===== config.mk =====
export PLATFORM = sky130hd
export DESIGN_NAME = alu_exec_ctrl_flat
export DESIGN_NICKNAME = d
export VERILOG_FILES = /design/src/rtl/alu_exec_if.sv /design/src/rtl/alu_exec_ctrl.sv /design/src/flat_wrapper.sv
export SDC_FILE = /design/constraint.sdc
export NUM_CORES = 1
export LEC_CHECK = 0
export BUFFER_PORTS_ARGS = -buffer_cell sky130_fd_sc_hd__buf_2
export CORE_MARGIN = 5
export CORE_UTILIZATION = 56
export DETAILED_ROUTE_END_ITERATION = 16
export GPL_TIMING_DRIVEN = 0
export PLACE_DENSITY = 0.8
export SYNTH_ARGS = -nofsm -noshare
export SYNTH_HDL_FRONTEND = slang
export SYNTH_SLANG_ARGS = --single-unit
export TNS_END_PERCENT = 100

===== constraint.sdc =====
create_clock -name clk -period 2.4 [get_ports clk]
set_clock_uncertainty 0.15 [all_clocks]
set_input_delay 0.36 -clock clk [delete_from_list [all_inputs] [get_ports clk]]
set_output_delay 0.36 -clock clk [all_outputs]
set_load 0.02 [all_outputs]

===== src/rtl/alu_exec_if.sv =====
// Request, register-load, ALU and observation signals for alu_exec_ctrl.
// A request is accepted on the rising edge where req_valid && req_ready are both high.
// req_valid seen while req_ready is low is dropped and is not queued.
interface alu_exec_if #(
  parameter int DATA_W = 8,
  parameter int OP_W   = 4
);
  logic              req_valid;
  logic              req_ready;
  logic [OP_W-1:0]   req_op;
  logic [2:0]        req_src;
  logic [DATA_W-1:0] req_imm;
  logic              ld_valid;
  logic [2:0]        ld_idx;
  logic [DATA_W-1:0] ld_data;
  logic [OP_W-1:0]   ALU_Select;
  logic [DATA_W-1:0] ALU_A;
  logic [DATA_W-1:0] ALU_B;
  logic [DATA_W-1:0] ALU_Out;
  logic [DATA_W-1:0] acc;
  logic [DATA_W-1:0] flags;
  logic              done;

  modport master (
    output req_valid, req_op, req_src, req_imm, ld_valid, ld_idx, ld_data, ALU_Out,
    input  req_ready, ALU_Select, ALU_A, ALU_B, acc, flags, done
  );

  modport slave (
    input  req_valid, req_op, req_src, req_imm, ld_valid, ld_idx, ld_data, ALU_Out,
    output req_ready, ALU_Select, ALU_A, ALU_B, acc, flags, done
  );
endinterface


===== src/rtl/alu_exec_ctrl.sv =====
// Sequencer around an 8-bit combinational ALU: Z80-style register file,
// registered ALU operands and select, Z80 flag generation and A writeback.
module alu_exec_ctrl #(
  parameter int DATA_W = 8,
  parameter int OP_W   = 4
) (
  input  logic       clk,
  input  logic       reset,
  alu_exec_if.slave  bus,
  output logic [1:0] state_dbg
);
  localparam logic [OP_W-1:0] OP_ADD = OP_W'(0);
  localparam logic [OP_W-1:0] OP_SUB = OP_W'(1);
  localparam logic [OP_W-1:0] OP_AND = OP_W'(2);
  localparam logic [OP_W-1:0] OP_OR  = OP_W'(3);
  localparam logic [OP_W-1:0] OP_XOR = OP_W'(4);
  localparam logic [OP_W-1:0] OP_CMP = OP_W'(5);
  localparam logic [2:0]      IDX_A   = 3'b111;
  localparam logic [2:0]      IDX_IMM = 3'b110;

  typedef enum logic [1:0] {
    IDLE = 2'd0,
    EXEC = 2'd1,
    DONE = 2'd2
  } state_t;

  state_t            state, state_next;
  logic [DATA_W-1:0] regs [8];
  logic [OP_W-1:0]   op_q;
  logic [OP_W-1:0]   alu_sel_q;
  logic [DATA_W-1:0] alu_a_q, alu_b_q, f_q, f_next, src_val, res;
  logic              accept, wr_a, wr_f;
  logic              h, pv, n, c;

  always_comb begin
    state_next    = state;
    bus.req_ready = 1'b0;
    bus.done      = 1'b0;
    accept        = 1'b0;
    case (state)
      IDLE: begin
        bus.req_ready = 1'b1;
        if (bus.req_valid) begin
          accept     = 1'b1;
          state_next = EXEC;
        end
      end
      EXEC: state_next = DONE;
      DONE: begin
        bus.done   = 1'b1;
        state_next = IDLE;
      end
      default: state_next = IDLE;
    endcase
  end

  always_comb begin
    src_val = (bus.req_src == IDX_IMM) ? bus.req_imm : regs[bus.req_src];
  end

  // Flags use the held operands and the original op (CMP shares the SUB select).
  always_comb begin
    res  = bus.ALU_Out;
    h    = 1'b0;
    pv   = 1'b0;
    n    = 1'b0;
    c    = 1'b0;
    wr_a = 1'b0;
    wr_f = 1'b0;
    case (op_q)
      OP_ADD: begin
        h    = ({1'b0, alu_a_q[3:0]} + {1'b0, alu_b_q[3:0]}) > 5'd15;
        pv   = (alu_a_q[DATA_W-1] == alu_b_q[DATA_W-1]) && (res[DATA_W-1] != alu_a_q[DATA_W-1]);
        c    = ({1'b0, alu_a_q} + {1'b0, alu_b_q}) > {1'b0, {DATA_W{1'b1}}};
        wr_a = 1'b1;
        wr_f = 1'b1;
      end
      OP_SUB, OP_CMP: begin
        h    = alu_a_q[3:0] < alu_b_q[3:0];
        pv   = (alu_a_q[DATA_W-1] != alu_b_q[DATA_W-1]) && (res[DATA_W-1] != alu_a_q[DATA_W-1]);
        c    = alu_a_q < alu_b_q;
        n    = 1'b1;
        wr_a = (op_q == OP_SUB);
        wr_f = 1'b1;
      end
      OP_AND: begin
        h    = 1'b1;
        pv   = ~^res;
        wr_a = 1'b1;
        wr_f = 1'b1;
      end
      OP_OR, OP_XOR: begin
        pv   = ~^res;
        wr_a = 1'b1;
        wr_f = 1'b1;
      end
      default: ;
    endcase
    f_next = {res[DATA_W-1], (res == '0), 1'b0, h, 1'b0, pv, n, c};
  end

  always_ff @(posedge clk) begin
    if (reset) begin
      state     <= IDLE;
      for (int i = 0; i < 8; i++) regs[i] <= '0;
      f_q       <= '0;
      op_q      <= '0;
      alu_sel_q <= '0;
      alu_a_q   <= '0;
      alu_b_q   <= '0;
    end else begin
      state <= state_next;
      if (accept) begin
        op_q      <= bus.req_op;
        alu_sel_q <= (bus.req_op == OP_CMP) ? OP_SUB : bus.req_op;
        alu_a_q   <= regs[IDX_A];
        alu_b_q   <= src_val;
      end
      if (bus.ld_valid && bus.ld_idx != IDX_IMM) regs[bus.ld_idx] <= bus.ld_data;
      // Placed after the load so an A writeback beats a same-cycle load of A.
      if (state == EXEC) begin
        if (wr_a) regs[IDX_A] <= res;
        if (wr_f) f_q <= f_next;
      end
    end
  end

  assign bus.ALU_Select = alu_sel_q;
  assign bus.ALU_A      = alu_a_q;
  assign bus.ALU_B      = alu_b_q;
  assign bus.acc        = regs[IDX_A];
  assign bus.flags      = f_q;
  assign state_dbg      = state;
endmodule


===== src/flat_wrapper.sv =====
// flat-port wrapper written by rule: the top's interface ports become plain ports
module alu_exec_ctrl_flat 
#(
  parameter int DATA_W = 8,
  parameter int OP_W   = 4
)
  (clk, reset, state_dbg, bus_req_valid, bus_req_op, bus_req_src, bus_req_imm, bus_ld_valid, bus_ld_idx, bus_ld_data, bus_ALU_Out, bus_req_ready, bus_ALU_Select, bus_ALU_A, bus_ALU_B, bus_acc, bus_flags, bus_done);
  alu_exec_if #(.DATA_W(DATA_W), .OP_W(OP_W)) bus_i ();
  input  logic clk;
  input  logic reset;
  output logic [1:0] state_dbg;
  input wire logic [$bits(bus_i.req_valid)-1:0] bus_req_valid;
  input wire logic [$bits(bus_i.req_op)-1:0] bus_req_op;
  input wire logic [$bits(bus_i.req_src)-1:0] bus_req_src;
  input wire logic [$bits(bus_i.req_imm)-1:0] bus_req_imm;
  input wire logic [$bits(bus_i.ld_valid)-1:0] bus_ld_valid;
  input wire logic [$bits(bus_i.ld_idx)-1:0] bus_ld_idx;
  input wire logic [$bits(bus_i.ld_data)-1:0] bus_ld_data;
  input wire logic [$bits(bus_i.ALU_Out)-1:0] bus_ALU_Out;
  output wire logic [$bits(bus_i.req_ready)-1:0] bus_req_ready;
  output wire logic [$bits(bus_i.ALU_Select)-1:0] bus_ALU_Select;
  output wire logic [$bits(bus_i.ALU_A)-1:0] bus_ALU_A;
  output wire logic [$bits(bus_i.ALU_B)-1:0] bus_ALU_B;
  output wire logic [$bits(bus_i.acc)-1:0] bus_acc;
  output wire logic [$bits(bus_i.flags)-1:0] bus_flags;
  output wire logic [$bits(bus_i.done)-1:0] bus_done;
  assign bus_i.req_valid = bus_req_valid;
  assign bus_i.req_op = bus_req_op;
  assign bus_i.req_src = bus_req_src;
  assign bus_i.req_imm = bus_req_imm;
  assign bus_i.ld_valid = bus_ld_valid;
  assign bus_i.ld_idx = bus_ld_idx;
  assign bus_i.ld_data = bus_ld_data;
  assign bus_i.ALU_Out = bus_ALU_Out;
  assign bus_req_ready = bus_i.req_ready;
  assign bus_ALU_Select = bus_i.ALU_Select;
  assign bus_ALU_A = bus_i.ALU_A;
  assign bus_ALU_B = bus_i.ALU_B;
  assign bus_acc = bus_i.acc;
  assign bus_flags = bus_i.flags;
  assign bus_done = bus_i.done;
  alu_exec_ctrl #(.DATA_W(DATA_W), .OP_W(OP_W)) u_core (.clk(clk), .reset(reset), .bus(bus_i), .state_dbg(state_dbg));
endmodule

==> results of run 1 <==
[worst max-delay path, stage by stage (launching register included)]
cell	delay, ns
dfxtp_1	0.32
clkbuf_1	0.33
and2b_1	0.25
nor2_1	0.07
nor2_1	0.16
o21ai_0	0.41
[cell usage in the layout (no fill, tap or decap), types with 3 or more instances in the layout]
cell type and count:
mux2i_1 5, dfxtp_1 32, buf_4 4, inv_1 23
a211oi_1 3, nor2_1 27, clkbuf_1 7, and2_1 49
or2_2 6, edfxtp_1 56, nand2_1 36, buf_2 73
a2111oi_0 3, nor3_1 9, clkinvlp_4 3, a2111oi_1 5
a21oi_1 20, clkbuf_8 9, xnor2_1 3, ha_1 19
mux4_2 14, a22o_1 8, buf_6 3
[kinds of logic after synthesis]
group | count (synthesis)
AND/OR/NAND/NOR | 143
other | 1
AO/OA/AOI/OAI | 52
buffers and inverters | 41
adder cells (fa/ha/maj) | 20
multiplexers | 21
XOR/XNOR | 4
flip-flops | 88
[worst max path at each step]
stage,depth (start not counted),slack [ns],start,end
finish,5,0.34,u_core.op_q[2],u_core.regs[7][7]
global route,8,0.18,u_core.bus.ALU_B[0],u_core.bus.flags[0]
CTS,5,0.34,u_core.op_q[2],u_core.regs[7][7]
detailed placement,5,-0.005,reset,u_core.regs[7][1]
global placement,5,0.06,reset,u_core.regs[7][7]
floorplan,4,0.47,u_core.state_dbg[0],u_core.regs[7][0]
[power by group through the flow]
stage / clock [uW] / combinational (uW) / sequential, uW
finish: 935 / 497 / 1770
global route: 989 / 544 / 1780
CTS: 927 / 498 / 1770
detailed placement: 0 / 495 / 1800
global placement: 0 / 482 / 1790
floorplan: 0 / 280 / 1830
[per-layer routing]
layer | GRT usage [%] | part of all wire (%)
met1 | 28.2 | 41
met2 | 36.5 | 49
met3 | 4.10 | 7.4
met4 | 9.56 | 2.4
met5 | 0 | 0
[state kept, by name, indices dropped and copies added (netlist names)]
signal                 count
u_core.bus.ALU_A           8
u_core.bus.ALU_B           8
u_core.op_q                4
u_core.state_dbg           2
u_core.bus.ALU_Select      4
u_core.bus.flags           6
u_core.regs               56
[layout make-up]
type	count	area [um^2]	share of cell area, %
buffer	18	109	2.16
clock buffer	10	128	2.53
clock inverter	6	45.0	0.894
inverter	23	86.3	1.71
multi-input combinational	242	1870	37.1
sequential	88	2320	46.1
tap	102	128	2.53
timing repair buffer	71	355	7.05
[stage by stage]
| step | hold slack (ns) | setup WS, ns | utilization (%) | area, um^2 | TNS (ns) |
|---|---|---|---|---|---|
| 2_1_floorplan | 0.346 | 0.468 | - | 4390 | 0 |
| 3_3_place_gp | 0.279 | 0.0550 | 63.3 | 4870 | 0 |
| 3_5_place_dp | 0.296 | -0.00467 | 63.3 | 4870 | -0.0356 |
| 4_1_cts | 0.0900 | 0.341 | 65.6 | 5040 | 0 |
| 5_1_grt | 0.107 | 0.177 | 65.6 | 5040 | 0 |
| 6_report | 0.0917 | 0.341 | 65.6 | 5040 | 0 |
==> out/metrics.csv, run 1 <==
stage;metric;value;unit
logic_synthesis;synthArstFlopShare;0;%
clock_tree;cts_buffer_depth;2;
drt;dr_total_vias;3144;
power_and_ir_drop;internal_power;2280;uW
sta;max_freq;486;MHz
drt;drt-pass1-iter-count;5;
clock_tree;cts_tree;yes;
cells_and_area;n_antenna_cell;0;
clock_tree;htree_levels;3;
clock_tree;cts_resized;0;
logic_synthesis;netlist_area;4380;um^2
power_and_ir_drop;power_leakage;0.00208;uW
critical_path;regToRegStartpoint;u_core.op_q[2];
clock_tree;cts_hold_buf;0;
die;io_pins;78;
logic_synthesis;yosysMostFrequentCell;edfxtp_1;
power_and_ir_drop;power_density;635;nW/um^2
clock_tree;insertion_delay;0.36;ns
hold_path;hold_path_depth;3;
logic_synthesis;synth_top_family_by_area;simple AND/OR/NAND/NOR gates;
logic_synthesis;synthMuxAreaShare;9.54;%
logic_synthesis;synth_top_area_share;38.4;%
logic_synthesis;synthXorXnorAreaFrac;0.800;%
logic_synthesis;synthCells;370;
cells_and_area;drive_gt1_share;27.3;%
power_and_ir_drop;seqPwrFrac;55.2;%
drt;vias_per_cell;5.61;
logic_synthesis;ys_warn_count;0;
die;dieArea;9690;um^2
placement;portBuffers;71;
grt;grt_pass1_vias;3239;
drt;drt_iter0_markers;180;
sta;drv_slew;0;
die;die_w;98.5;um
hold_path;min_to;u_core.op_q[2];
logic_synthesis;synth_cell_types;49;
hold_path;hp-class;in2reg;
run;drv_cap;0;
critical_path;worstPathArrival;1.90;ns
grt;antenna_found_initial;0;
sta;final-hold-violation-count;0;
cells_and_area;fill_cells;610;
sta;period_needed;2.06;ns
die;rows;32;
power_and_ir_drop;p_sw;914;uW
clock_tree;cts-root-buf;clkbuf_8;
power_and_ir_drop;combPwrFrac;15.5;%
power_and_ir_drop;p_clk_share;29.2;%
logic_synthesis;synth-simple-area-share;17.5;%
cells_and_area;area_growth;15.0;%
logic_synthesis;ys.flop_type;edfxtp_1;
critical_path;r2r_slack;0.34;ns
logic_synthesis;yosysTopAreaCell;edfxtp_1;
hold_path;worstHoldStart;bus_req_op[2];
placement;dpl.cell_count;544;
critical_path;path_class;reg2reg;
logic_synthesis;synth_adder_area_share;5.88;%
logic_synthesis;syn_avg_cell_area;11.8;um^2
drt;wl_per_cell;18.2;um
clock_tree;cts.sink_count;88;
critical_path;end_kind;flop;
grt;grt_first_pass_wirelength;16.5;mm
grt;overflow;0;
outcome;status;finished, final reports clean;
sta;maxSlewHeadroom;27.4;%
logic_synthesis;synth.area.top_cells;edfxtp_1 38%, dfxtp_1 15%, mux4_2 7.2%;
clock_tree;cts_made_buffers;9;
sta;period_share;85.8;%
drt;drcViolationCount;0;
logic_synthesis;yosysSeqAreaShare;53.0;%
clock_tree;cts_setup_buffers;0;
grt;grt_max_degree;17;
critical_path;r2r-end;u_core.regs[7][7];
sta;worst_slew_pin_slew;1.08;ns
critical_path;worst-path-max-fanout;8;
power_and_ir_drop;irDropWorstVdd;0.000316;V
die;coreArea;7690;um^2
critical_path;critPathRequiredTime;2.24;ns
placement;gp_congestion;0.928;
cells_and_area;final_nets;511;
logic_synthesis;synth_edf_count;56;
logic_synthesis;synth_common_cells;56 x edfxtp_1, 49 x and2_1, 36 x nand2_1, 32 x dfxtp_1, 27 x nor2_1;
grt;track_usage;21.9;%
power_and_ir_drop;finalPower;3200;uW
logic_synthesis;ys_ff_latch;88;
sta;setup-violations-final;0;
die;die_h;98.5;um
logic_synthesis;synth_compound_area_share;8.71;%
cells_and_area;instances_no_fill;560;
critical_path;r2r_cells;5;
power_and_ir_drop;switching_share;28.6;%
die;initial_core_util;57.0;%
critical_path;cp-start-kind;flop;
drt;ant_nets;0;
placement;dp_hpwl;7.75;mm
sta;grt_setup_unrepaired;no;
clock_tree;clk_pin_slew;0.10;ns
drt;routed_wl;10.2;mm
Power figures use the tool's default switching activity.
==> inputs of run 2 (changes only) <==
Settings changed: CORE_UTILIZATION 56 to 40, PLACE_DENSITY 0.8 to default.
==> out/metrics.csv, run 2 (synthesized netlist as in run 1, its figures left out) <==
stage;metric;value;unit
outcome;status;finished, final reports clean;
sta;final-hold-violation-count;0;
critical_path;r2r_slack;0.17;ns
critical_path;path_buf_inv;1;
clock_tree;cts_buffer_depth;2;
critical_path;cp_top_family;simple AND/OR/NAND/NOR gates;
grt;overflow;0;
critical_path;r2r_cells;5;
critical_path;crit_top_cell;nor2_1;
cells_and_area;mostFrequentLayoutCell;buf_2;
power_and_ir_drop;internal_power;2380;uW
placement;gp_congestion;0.827;
grt;track_usage;17.5;%
critical_path;cp-start-kind;flop;
power_and_ir_drop;p_clk_share;30.6;%
power_and_ir_drop;irDropWorstVdd;0.000278;V
critical_path;critPathRequiredTime;2.19;ns
sta;period_needed;2.23;ns
die;coreArea;10800;um^2
drt;wl_per_cell;18.5;um
cells_and_area;fill_cells;992;
cells_and_area;largest_reg_flops;56;
grt;antenna_found_initial;0;
power_and_ir_drop;power_density;641;nW/um^2
drt;vias_per_cell;5.13;
sta;max_freq;448;MHz
cells_and_area;final_nets;511;
clock_tree;cts_made_buffers;9;
clock_tree;insertion_delay;0.36;ns
critical_path;path_depth;5;
clock_tree;cts_setup_buffers;0;
power_and_ir_drop;seqPwrFrac;54.0;%
critical_path;worstPathCellList;clkbuf_1 -> and2b_1 -> nor2_1 -> nor2_1 -> o21ai_0;
critical_path;path_class;reg2reg;
clock_tree;cts_tree;yes;
drt;drt-pass1-iter-count;4;
clock_tree;cts.sink_count;88;
power_and_ir_drop;finalPower;3270;uW
run;drv_cap;0;
cells_and_area;final_cell_mix;73 x buf_2, 56 x edfxtp_1, 49 x and2_1;
hold_path;hp-class;in2reg;
die;rows;38;
cells_and_area;n_antenna_cell;0;
die;io_pins;78;
clock_tree;cts_resized;0;
grt;grt_first_pass_wirelength;17.4;mm
die;die_w;115;um
critical_path;worst-path-max-fanout;8;
drt;drt_iter0_markers;203;
cells_and_area;drive_gt1_share;27.1;%
grt;grt_pass1_vias;3085;
critical_path;end_kind;flop;
drt;ant_nets;0;
cells_and_area;multi_input_area;1870;um^2
cells_and_area;area_growth;16.5;%
power_and_ir_drop;switching_share;27.3;%
placement;pre_cts_ws;-0.171;ns
placement;dp_hpwl;8.51;mm
die;initial_core_util;40.6;%
critical_path;slowest_delay;0.50;ns
drt;routed_wl;11.1;mm
power_and_ir_drop;p_sw;892;uW
critical_path;startpoint;u_core.op_q[2];
critical_path;worstSetupEndpoint;u_core.regs[7][7];
die;dieArea;13100;um^2
cells_and_area;regMostFlops;u_core.regs;
critical_path;worstPathArrival;2.02;ns
sta;maxSlewHeadroom;14.8;%
die;die_h;115;um
clock_tree;clk_pin_slew;0.09;ns
sta;worst_slew_pin_slew;1.26;ns
sta;period_share;93.1;%
clock_tree;cts-root-buf;clkbuf_8;
critical_path;regToRegStartpoint;u_core.op_q[2];
clock_tree;cts_hold_buf;0;
power_and_ir_drop;power_leakage;0.00209;uW
sta;grt_setup_unrepaired;no;
sta;fin_ws;0.166;ns
critical_path;slowest_stage;o21ai_0;
clock_tree;htree_levels;3;
sta;drv_slew;0;
sta;setup-violations-final;0;
drt;drcViolationCount;0;
power_and_ir_drop;combPwrFrac;15.4;%
drt;dr_total_vias;3070;
critical_path;r2r-end;u_core.regs[7][7];
cells_and_area;regArea;2320;um^2
placement;portBuffers;71;
grt;grt_max_degree;15;
## run 2: cell types whose count changed in the layout (fill, tap and decap cells not counted), sizes merged
cell	previous run	this run
bufinv	0	1
clkinv	2	3
clkinvlp	3	2
inv	24	23
## run 2: worst reg2reg max path: cells and delay by family (launching register included)
| family | cells | cell delay (ns) |
|---|---|---|
| buffers and inverters | 1 | 0.32 |
| AND/OR/NAND/NOR | 3 | 0.53 |
| flip-flops | 1 | 0.31 |
| AO/OA/AOI/OAI | 1 | 0.50 |
## run 2: worst min path at each step
stage	from	endpoint	slack, ns	depth (start not counted)
4_1_cts	bus_req_op[2]	u_core.op_q[2]	0.09	3
3_5_place_dp	u_core.bus.flags[1]	u_core.bus.flags[1]	0.29	2
5_1_grt	bus_req_op[2]	u_core.op_q[2]	0.10	3
6_report	bus_req_op[2]	u_core.op_q[2]	0.10	3
2_1_floorplan	bus_req_op[2]	u_core.op_q[2]	0.35	2
3_3_place_gp	u_core.bus.flags[1]	u_core.bus.flags[1]	0.28	2
## run 2: power by group through the flow
stage	registers, uW	logic [uW]	clock network, uW
floorplan	1830	280	0
global placement	1800	498	0
detailed placement	1800	506	0
CTS	1770	508	1020
global route	1780	553	1080
finish	1770	503	1000
## run 2: stage by stage
stage | utilization (%) | instance area [um^2] | hold WS, ns | TNS [ns] | instances
floorplan | - | 4390 | 0.346 | 0 | 371
global placement | 45.5 | 4920 | 0.280 | -1.68 | 582
detailed placement | 45.5 | 4920 | 0.293 | -2.55 | 582
CTS | 47.3 | 5100 | 0.0920 | 0 | 598
global route | 47.3 | 5100 | 0.101 | 0 | 598
finish | 47.3 | 5100 | 0.101 | 0 | 598
## run 2: layout make-up
class                   count  share of cell area [%]
multi-input cells         242                    36.6
plain buffers              18                    2.13
clock inverters             6                    1.18
clock buffers              10                    2.50
flip-flops and latches     88                    45.5
well taps                 140                    3.43
repair buffers             71                    6.96
inverters                  23                    1.69
## run 2: metal layers
layer	share of wire (%)	GRT usage, %	up-vias
li1	-	-	1485
met1	44	24.3	1483
met2	48	28.4	93
met3	6.4	2.91	9
met4	1.2	4.99	0
met5	0	0	-
